[config.mk]
export PLATFORM = sky130hd
export DESIGN_NAME = uart_tx_flat
export DESIGN_NICKNAME = d
export VERILOG_FILES = /design/src/rtl/uart_tx_pkg.sv /design/src/rtl/uart_tx_if.sv /design/src/rtl/counter.sv /design/src/rtl/uart_tx_datapath.sv /design/src/rtl/uart_tx.sv /design/src/flat_wrapper.sv
export SDC_FILE = /design/constraint.sdc
export NUM_CORES = 1
export LEC_CHECK = 0
export CAP_MARGIN = 20
export CORE_ASPECT_RATIO = 0.75
export CORE_UTILIZATION = 45
export DETAILED_ROUTE_END_ITERATION = 16
export PLACE_DENSITY_LB_ADDON = 0.08
export SLEW_MARGIN = 15
export SYNTH_ARGS = -nofsm -noshare
export SYNTH_HDL_FRONTEND = slang
export SYNTH_HIERARCHICAL = 1
export SYNTH_SLANG_ARGS = --single-unit
[constraint.sdc]
create_clock -name clock -period 2.8 [get_ports clock]
set_input_delay 0.84 -clock clock [delete_from_list [all_inputs] [get_ports clock]]
set_output_delay 0.84 -clock clock [all_outputs]
set_load 0.05 [all_outputs]
[src/rtl/uart_tx_pkg.sv]
// Shared UART types: transmit FSM states, transmit control points, receive types.
package uart_tx_pkg;

  localparam int PAR_NONE = 0;
  localparam int PAR_EVEN = 1;
  localparam int PAR_ODD  = 2;

  typedef enum logic [2:0] {
    ST_IDLE,
    ST_START,
    ST_DATA,
    ST_PARITY,
    ST_STOP
  } tx_state_t;

  // Value loaded into the tx register at a bit boundary.
  typedef enum logic [2:0] {
    TXS_HOLD,
    TXS_ONE,
    TXS_ZERO,
    TXS_DATA,
    TXS_PARITY
  } tx_sel_t;

  typedef struct packed {
    logic    baud_load;
    logic    baud_en;
    logic    bit_clr;
    logic    bit_en;
    logic    stop_clr;
    logic    stop_en;
    logic    shift_load;
    logic    shift_en;
    tx_sel_t tx_sel;
  } tx_ctl_t;

  typedef enum logic [2:0] {
    RX_IDLE,
    RX_START,
    RX_DATA,
    RX_PARITY,
    RX_STOP
  } rx_state_t;

  typedef struct packed {
    logic frame_err;
    logic parity_err;
  } rx_status_t;

  // Even mode sends the XOR of the data bits, odd mode its inverse.
  function automatic logic parity_out(input int mode, input logic acc);
    return (mode == PAR_ODD) ? ~acc : acc;
  endfunction

endpackage

[src/rtl/uart_tx_if.sv]
// Byte handshake between a producer and the UART transmitter.
interface uart_tx_if #(
  parameter int DATA_WIDTH = 8
);
  logic [DATA_WIDTH-1:0] tx_data;
  logic                  tx_valid;
  logic                  tx_ready;

  modport master (output tx_data, output tx_valid, input tx_ready);
  modport slave  (input tx_data, input tx_valid, output tx_ready);
endinterface

[src/rtl/counter.sv]
// Generic loadable up/down counter with synchronous clear.
module counter #(
  parameter int WIDTH = 4,
  parameter bit DOWN  = 1'b0
) (
  input  logic             clock,
  input  logic             reset_n,
  input  logic             i_clr,
  input  logic             i_load,
  input  logic [WIDTH-1:0] i_load_val,
  input  logic             i_en,
  output logic [WIDTH-1:0] o_count
);
  logic [WIDTH-1:0] r_count;

  // clear has priority over load, load over counting
  always_ff @(posedge clock or negedge reset_n) begin
    if (!reset_n)    r_count <= '0;
    else if (i_clr)  r_count <= '0;
    else if (i_load) r_count <= i_load_val;
    else if (i_en)   r_count <= DOWN ? (r_count - WIDTH'(1)) : (r_count + WIDTH'(1));
  end

  assign o_count = r_count;
endmodule

[src/rtl/uart_tx_datapath.sv]
// Transmit datapath: baud/bit/stop counters, PISO shifter, parity and line register.
module tx_datapath
  import uart_tx_pkg::*;
#(
  parameter int CLKS_PER_BIT = 868,
  parameter int DATA_WIDTH   = 8,
  parameter int PARITY       = 0,
  parameter int STOP_BITS    = 1
) (
  input  logic                  clock,
  input  logic                  reset_n,
  input  tx_ctl_t               i_ctl,
  input  logic [DATA_WIDTH-1:0] i_data,
  output logic                  o_baud_tc,
  output logic                  o_bit_last,
  output logic                  o_stop_last,
  output logic                  o_tx
);
  localparam int BAUD_W = $clog2(CLKS_PER_BIT);
  localparam int BIT_W  = (DATA_WIDTH > 1) ? $clog2(DATA_WIDTH) : 1;
  localparam logic [BAUD_W-1:0] BAUD_RELOAD = BAUD_W'(CLKS_PER_BIT - 1);

  logic [BAUD_W-1:0]     w_baud_cnt;
  logic [BIT_W-1:0]      w_bit_cnt;
  logic                  w_stop_cnt;
  logic [DATA_WIDTH-1:0] r_shift;
  logic                  r_par;
  logic                  r_tx;

  counter #(.WIDTH(BAUD_W), .DOWN(1'b1)) u_baud_cnt (
    .clock(clock), .reset_n(reset_n), .i_clr(1'b0), .i_load(i_ctl.baud_load),
    .i_load_val(BAUD_RELOAD), .i_en(i_ctl.baud_en), .o_count(w_baud_cnt)
  );

  counter #(.WIDTH(BIT_W), .DOWN(1'b0)) u_bit_cnt (
    .clock(clock), .reset_n(reset_n), .i_clr(i_ctl.bit_clr), .i_load(1'b0),
    .i_load_val('0), .i_en(i_ctl.bit_en), .o_count(w_bit_cnt)
  );

  counter #(.WIDTH(1), .DOWN(1'b0)) u_stop_cnt (
    .clock(clock), .reset_n(reset_n), .i_clr(i_ctl.stop_clr), .i_load(1'b0),
    .i_load_val(1'b0), .i_en(i_ctl.stop_en), .o_count(w_stop_cnt)
  );

  assign o_baud_tc   = (w_baud_cnt == '0);
  assign o_bit_last  = (w_bit_cnt == BIT_W'(DATA_WIDTH - 1));
  assign o_stop_last = (w_stop_cnt == 1'(STOP_BITS - 1));

  // Shift register: bit 0 is always the next data bit to put on the line
  always_ff @(posedge clock or negedge reset_n) begin
    if (!reset_n)              r_shift <= '0;
    else if (i_ctl.shift_load) r_shift <= i_data;
    else if (i_ctl.shift_en)   r_shift <= r_shift >> 1;
  end

  // Parity accumulates every data bit as it leaves the shifter
  always_ff @(posedge clock or negedge reset_n) begin
    if (!reset_n)              r_par <= 1'b0;
    else if (i_ctl.shift_load) r_par <= 1'b0;
    else if (i_ctl.shift_en)   r_par <= r_par ^ r_shift[0];
  end

  // Line register, idle high; updated only at bit boundaries
  always_ff @(posedge clock or negedge reset_n) begin
    if (!reset_n) r_tx <= 1'b1;
    else begin
      case (i_ctl.tx_sel)
        TXS_ONE:    r_tx <= 1'b1;
        TXS_ZERO:   r_tx <= 1'b0;
        TXS_DATA:   r_tx <= r_shift[0];
        TXS_PARITY: r_tx <= parity_out(PARITY, r_par);
        default:    r_tx <= r_tx;
      endcase
    end
  end

  assign o_tx = r_tx;
endmodule

[src/rtl/uart_tx.sv]
// UART transmitter: frame sequencing FSM driving the tx_datapath control points.
module uart_tx
  import uart_tx_pkg::*;
#(
  parameter int CLK_FREQ   = 100_000_000,
  parameter int BAUD_RATE  = 115200,
  parameter int DATA_WIDTH = 8,
  parameter int PARITY     = 0,
  parameter int STOP_BITS  = 1
) (
  input  logic      clock,
  input  logic      reset_n,
  uart_tx_if.slave  s_if,
  output logic      tx,
  output logic      busy
);
  localparam int CLKS_PER_BIT = CLK_FREQ / BAUD_RATE;

  if (STOP_BITS < 1 || STOP_BITS > 2) begin : g_bad_stop
    $error("uart_tx: STOP_BITS must be 1 or 2");
  end
  if (CLKS_PER_BIT < 2) begin : g_bad_baud
    $error("uart_tx: CLK_FREQ / BAUD_RATE must be at least 2");
  end

  tx_state_t r_state;
  logic      r_busy;
  tx_ctl_t   w_ctl;
  logic      w_baud_tc;
  logic      w_bit_last;
  logic      w_stop_last;

  assign s_if.tx_ready = (r_state == ST_IDLE);
  assign busy          = r_busy;

  // Control points for the datapath, decoded from state and counter status
  always_comb begin
    w_ctl = '0;
    w_ctl.tx_sel = TXS_HOLD;
    case (r_state)
      ST_IDLE: if (s_if.tx_valid) begin
        w_ctl.shift_load = 1'b1;
        w_ctl.baud_load  = 1'b1;
        w_ctl.bit_clr    = 1'b1;
        w_ctl.stop_clr   = 1'b1;
        w_ctl.tx_sel     = TXS_ZERO;
      end
      ST_START: if (w_baud_tc) begin
        w_ctl.baud_load = 1'b1;
        w_ctl.shift_en  = 1'b1;
        w_ctl.tx_sel    = TXS_DATA;
      end else w_ctl.baud_en = 1'b1;
      ST_DATA: if (w_baud_tc) begin
        w_ctl.baud_load = 1'b1;
        if (w_bit_last) begin
          w_ctl.bit_clr  = 1'b1;
          w_ctl.stop_clr = 1'b1;
          w_ctl.tx_sel   = (PARITY != PAR_NONE) ? TXS_PARITY : TXS_ONE;
        end else begin
          w_ctl.bit_en   = 1'b1;
          w_ctl.shift_en = 1'b1;
          w_ctl.tx_sel   = TXS_DATA;
        end
      end else w_ctl.baud_en = 1'b1;
      ST_PARITY: if (w_baud_tc) begin
        w_ctl.baud_load = 1'b1;
        w_ctl.stop_clr  = 1'b1;
        w_ctl.tx_sel    = TXS_ONE;
      end else w_ctl.baud_en = 1'b1;
      ST_STOP: if (w_baud_tc) begin
        if (!w_stop_last) begin
          w_ctl.baud_load = 1'b1;
          w_ctl.stop_en   = 1'b1;
        end
      end else w_ctl.baud_en = 1'b1;
      default: ;
    endcase
  end

  // State sequencing with registered busy
  always_ff @(posedge clock or negedge reset_n) begin
    if (!reset_n) begin
      r_state <= ST_IDLE;
      r_busy  <= 1'b0;
    end else begin
      case (r_state)
        ST_IDLE: if (s_if.tx_valid) begin
          r_state <= ST_START;
          r_busy  <= 1'b1;
        end
        ST_START: if (w_baud_tc) r_state <= ST_DATA;
        ST_DATA: if (w_baud_tc && w_bit_last)
          r_state <= (PARITY != PAR_NONE) ? ST_PARITY : ST_STOP;
        ST_PARITY: if (w_baud_tc) r_state <= ST_STOP;
        ST_STOP: if (w_baud_tc && w_stop_last) begin
          r_state <= ST_IDLE;
          r_busy  <= 1'b0;
        end
        default: begin
          r_state <= ST_IDLE;
          r_busy  <= 1'b0;
        end
      endcase
    end
  end

  tx_datapath #(
    .CLKS_PER_BIT(CLKS_PER_BIT),
    .DATA_WIDTH  (DATA_WIDTH),
    .PARITY      (PARITY),
    .STOP_BITS   (STOP_BITS)
  ) u_datapath (
    .clock      (clock),
    .reset_n    (reset_n),
    .i_ctl      (w_ctl),
    .i_data     (s_if.tx_data),
    .o_baud_tc  (w_baud_tc),
    .o_bit_last (w_bit_last),
    .o_stop_last(w_stop_last),
    .o_tx       (tx)
  );
endmodule

[src/flat_wrapper.sv]
// flat-port wrapper written by rule: the top's interface ports become plain ports
module uart_tx_flat import uart_tx_pkg::*;
#(
  parameter int CLK_FREQ   = 100_000_000,
  parameter int BAUD_RATE  = 115200,
  parameter int DATA_WIDTH = 8,
  parameter int PARITY     = 0,
  parameter int STOP_BITS  = 1
)
  (clock, reset_n, tx, busy, s_if_tx_data, s_if_tx_valid, s_if_tx_ready);
  uart_tx_if #(.DATA_WIDTH(DATA_WIDTH)) s_if_i ();
  input  logic clock;
  input  logic reset_n;
  output logic tx;
  output logic busy;
  input wire logic [$bits(s_if_i.tx_data)-1:0] s_if_tx_data;
  input wire logic [$bits(s_if_i.tx_valid)-1:0] s_if_tx_valid;
  output wire logic [$bits(s_if_i.tx_ready)-1:0] s_if_tx_ready;
  assign s_if_i.tx_data = s_if_tx_data;
  assign s_if_i.tx_valid = s_if_tx_valid;
  assign s_if_tx_ready = s_if_i.tx_ready;
  uart_tx #(.CLK_FREQ(CLK_FREQ), .BAUD_RATE(BAUD_RATE), .DATA_WIDTH(DATA_WIDTH), .PARITY(PARITY), .STOP_BITS(STOP_BITS)) u_core (.clock(clock), .reset_n(reset_n), .s_if(s_if_i), .tx(tx), .busy(busy));
endmodule
==> reports/metrics.yaml <==
outcome:
  status: "complete, no violations"
yosys:
  synth_cells: 192
  synth_flop_cell: "dfrtp_1"
  yosysUniqueCellTypes: 48
  synthesis.area_um2: 1792
  synth_top_area_share_pct: 37.71
  ys_ff_latch: 28
  synth_edf_count: 0
  synth_top_area_cell: "dfrtp_1"
  synth-seq-area-share_pct: 39.18
  synth_warnings: 6
  syn_avg_cell_area_um2: 9.332
  async_reset_ff_share_pct: 100.0
  synth.area.top_cells: "dfrtp_1 (38%), mux2i_1 (7.8%), nor2_1 (3.8%)"
power:
  p_int_mw: 1.407
  power_mw: 2.454
  p_sw_share_pct: 42.68
  comb_power_share_pct: 57.0
  p_switching_mw: 1.048
  powerDensity_nw_per_um2: 1109
  p_leak_nw: 0.9578
  sequentialPowerShare_pct: 30.1
  clock_power_share_pct: 13.0
  ir_drop_uv: 567.2
place:
  numPlacedInstances: 281
  dp_hpwl_um: 2720
  io_buffers: 13
  place_area_um2: 2097
  gp_congestion: 0.8987
  pre_cts_slack_ns: 0.04537
global_routing:
  grt_busiest_layer: "met2"
  gr-usage-met2_pct: 32.56
  grt_pass1_wl_um: 6327
  grtUsageMet3_pct: 4.668
  grt_pass1_vias: 1421
  grt_usage_pct: 19.77
  grt_max_degree: 29
  gr-usage-met1_pct: 26.04
  grt-ovfl-total: 0
  antenna_found_initial: 0
final_layout:
  final_area_um2: 2212
  antenna_cells: 0
  finalNonFillerCells: 289
  syn_to_final_growth_pct: 23.46
  drive_above_1_share_pct: 13.50
  fin_util_pct: 59.27
  nNetsFinal: 251
sta:
  tightestPinTransition_ns: 0.7493
  period_share_pct: 93.79
  relSlewSlack_pct: 49.77
  finalSetupViolations: 0
  setup_slack_ns: 0.1738
  slew_viol_final: 0
  hold_violations: 0
  skew_ns: 0.003586
  fmax_mhz: 380.8
  final.min_clock_period_ns: 2.626
floorplan:
  dieArea_um2: 4240
  dieWidth_um: 74.86
  num_rows: 19
  io_pins: 14
  die_y_um: 56.65
  initial_core_util_pct: 48.01
  fp.coreArea_um2: 3732
worst_hold_path:
  hold_path.class: "reg -> reg"
  min-delay-start: "u_core/busy"
  min_path_cells: 1
worst_setup_path:
  ff2ff_path_depth: 9
  worstPathArrival_ns: 2.79
  cp_slowest_cell: "or4_4"
  critPathTopFamily: "simple AND/OR/NAND/NOR gates"
  start_kind: "flop"
  crit_start: "u_core/u_datapath/u_baud_cnt/o_count[4]"
  worst-path-buf-inv: 1
  path_max_fanout: 7
  reg2reg_from: "u_core/u_datapath/u_baud_cnt/o_count[4]"
  path_class: "reg -> reg"
  crit_cells: 9
  critPathCaptureType: "flop"
  slowest_delay_ns: 0.55
  cp.required_ns: 2.96
  worstPathCellList: "or4_4, nor4_2, buf_4, nand2b_2, o221ai_4, mux2i_1, a211oi_1, o21ai_1, o31ai_1"
flow_run:
  maxCapViolCount: 0
clocking:
  cts.reportedPaths.clkPinSlew_ns: 0.10
  cts_tree: "done"
  clock_sinks: 28
  h-tree-depth: 1
  cts_made_buffers: 3
  clock_latency_ns: 0.28
  clockBufferDepth: 2
  clock-root-buffer: "clkbuf_8"
route:
  postRouteAntennaNets: 0
  routed_via_density: 5.031
  wl_per_cell_um: 12.92
  first_pass_iters: 4
  drc: 0
  drtIter0Drc: 63
  vias: 1454
  routed_wl_um: 3734
[worst register-to-register path, stage by stage, from the launching register on]
cell,delay (ns)
dfrtp_1,0.48
or4_4,0.55
nor4_2,0.26
buf_4,0.19
nand2b_2,0.12
o221ai_4,0.33
mux2i_1,0.29
a211oi_1,0.09
o21ai_1,0.13
o31ai_1,0.08
[kinds of logic after synthesis]
kind of cell | Yosys count | share of synthesized area [%]
compound gates | 46 | 17.67
simple gates | 69 | 23.95
other cells | 3 | 0.6284
flops | 28 | 39.18
fa+ha+maj | 2 | 1.396
mux | 14 | 7.821
xor+xnor | 9 | 4.400
buf+inv | 21 | 4.958
[Yosys cell counts, drive strengths merged, types with 2 or more instances]
master and number:
dfrtp 27, nor2 18, mux2i 14, nand2 12, o21ai 12, inv 10
a211oi 9, a21oi 9, buf 7, nand2b 7, nor2b 7, xnor2 6
nor3 5, nand3 4, o21a 4, clkbuf 3, conb 3, xor2 3
ha 2, nor4 2, nor4b 2, o211ai 2, o31ai 2, or2 2
or3b 2, or4 2, or4b 2
[through the flow]
stage          hold WS (ns)  TNS [ns]
6_report             0.5516         0
3_5_place_dp         0.5172         0
5_1_grt              0.5957  -0.01425
4_1_cts              0.5404         0
3_3_place_gp         0.5079         0
2_1_floorplan        0.5055         0
[sequential cells by signal, indices dropped and copies added, names as in the netlist]
signal / cells
u_core/u_datapath/u_baud_cnt/o_count: 10
u_core/u_datapath/r_shift: 8
u_core/r_state: 3
u_core/u_datapath/u_bit_cnt/o_count: 3
u_core/busy: 1
u_core/u_datapath/o_tx: 1
u_core/u_datapath/r_par: 1
u_core/u_datapath/u_stop_cnt/o_count: 1
[power by group through the flow]
stage	sequential, mW	clock (mW)	combinational [mW]
detailed placement	0.742	0	1.32
global placement	0.731	0	1.26
global route	0.759	0.346	1.55
floorplan	0.759	0	0.994
CTS	0.738	0.327	1.33
finish	0.738	0.319	1.40
[placed cells by master (no fill, tap or decap), drive strengths merged, types with 2 or more instances in the layout]
cell	synthesis	routed
clkdlybuf4s50	0	12
conb	3	30
a211oi	9	9
or2	2	2
nor2b	7	7
mux2i	14	14
nor2	18	18
or4b	2	2
xnor2	6	6
or4	2	2
o21a	4	4
buf	7	12
xor2	3	3
nor4	2	2
nor4b	2	2
clkbuf	3	3
dfrtp	27	27
nand2b	7	7
o211ai	2	2
o21ai	12	12
a21oi	9	9
or3b	2	2
nand3	4	4
nor3	5	5
inv	10	10
ha	2	2
o31ai	2	2
nand2	12	12
[final timing paths]
check / end / slack (ns)
worst max-delay path: u_core/u_datapath/u_baud_cnt/o_count[7] / 0.17
worst min-delay path: u_core/busy / 0.55
worst max register to register: u_core/u_datapath/u_baud_cnt/o_count[7] / 0.17
worst min register to register: u_core/busy / 0.55
max in group asynchronous: u_core/u_datapath/o_tx / 1.56
min in group asynchronous: u_core/u_datapath/u_bit_cnt/o_count[1] / 0.93
[area by class of cell]
class	instances	area, um2
Tap cell	52	65.06
Timing Repair Buffer	24	210.2
Fill cell	336	1520
Clock buffer	3	41.29
Clock inverter	1	30.03
Sequential cell	28	701.9
Multi-Input combinational cell	170	1121
Inverter	11	42.54
[routing by layer]
metal  part of all wire, %  vias to the layer above
met1                    47                      682
met4                  0.94                        0
met5                     0                        -
met2                    48                       28
li1                      -                      740
met3                   4.1                        4
[what timing repair did]
action / 4_1_cts / 5_1_grt
setup endpoints to repair: 0 / 9
setup buffers: 0 / 4
hold buffers: 0 / 0
gates resized for setup: 0 / 2
Power figures use the tool's default switching activity.
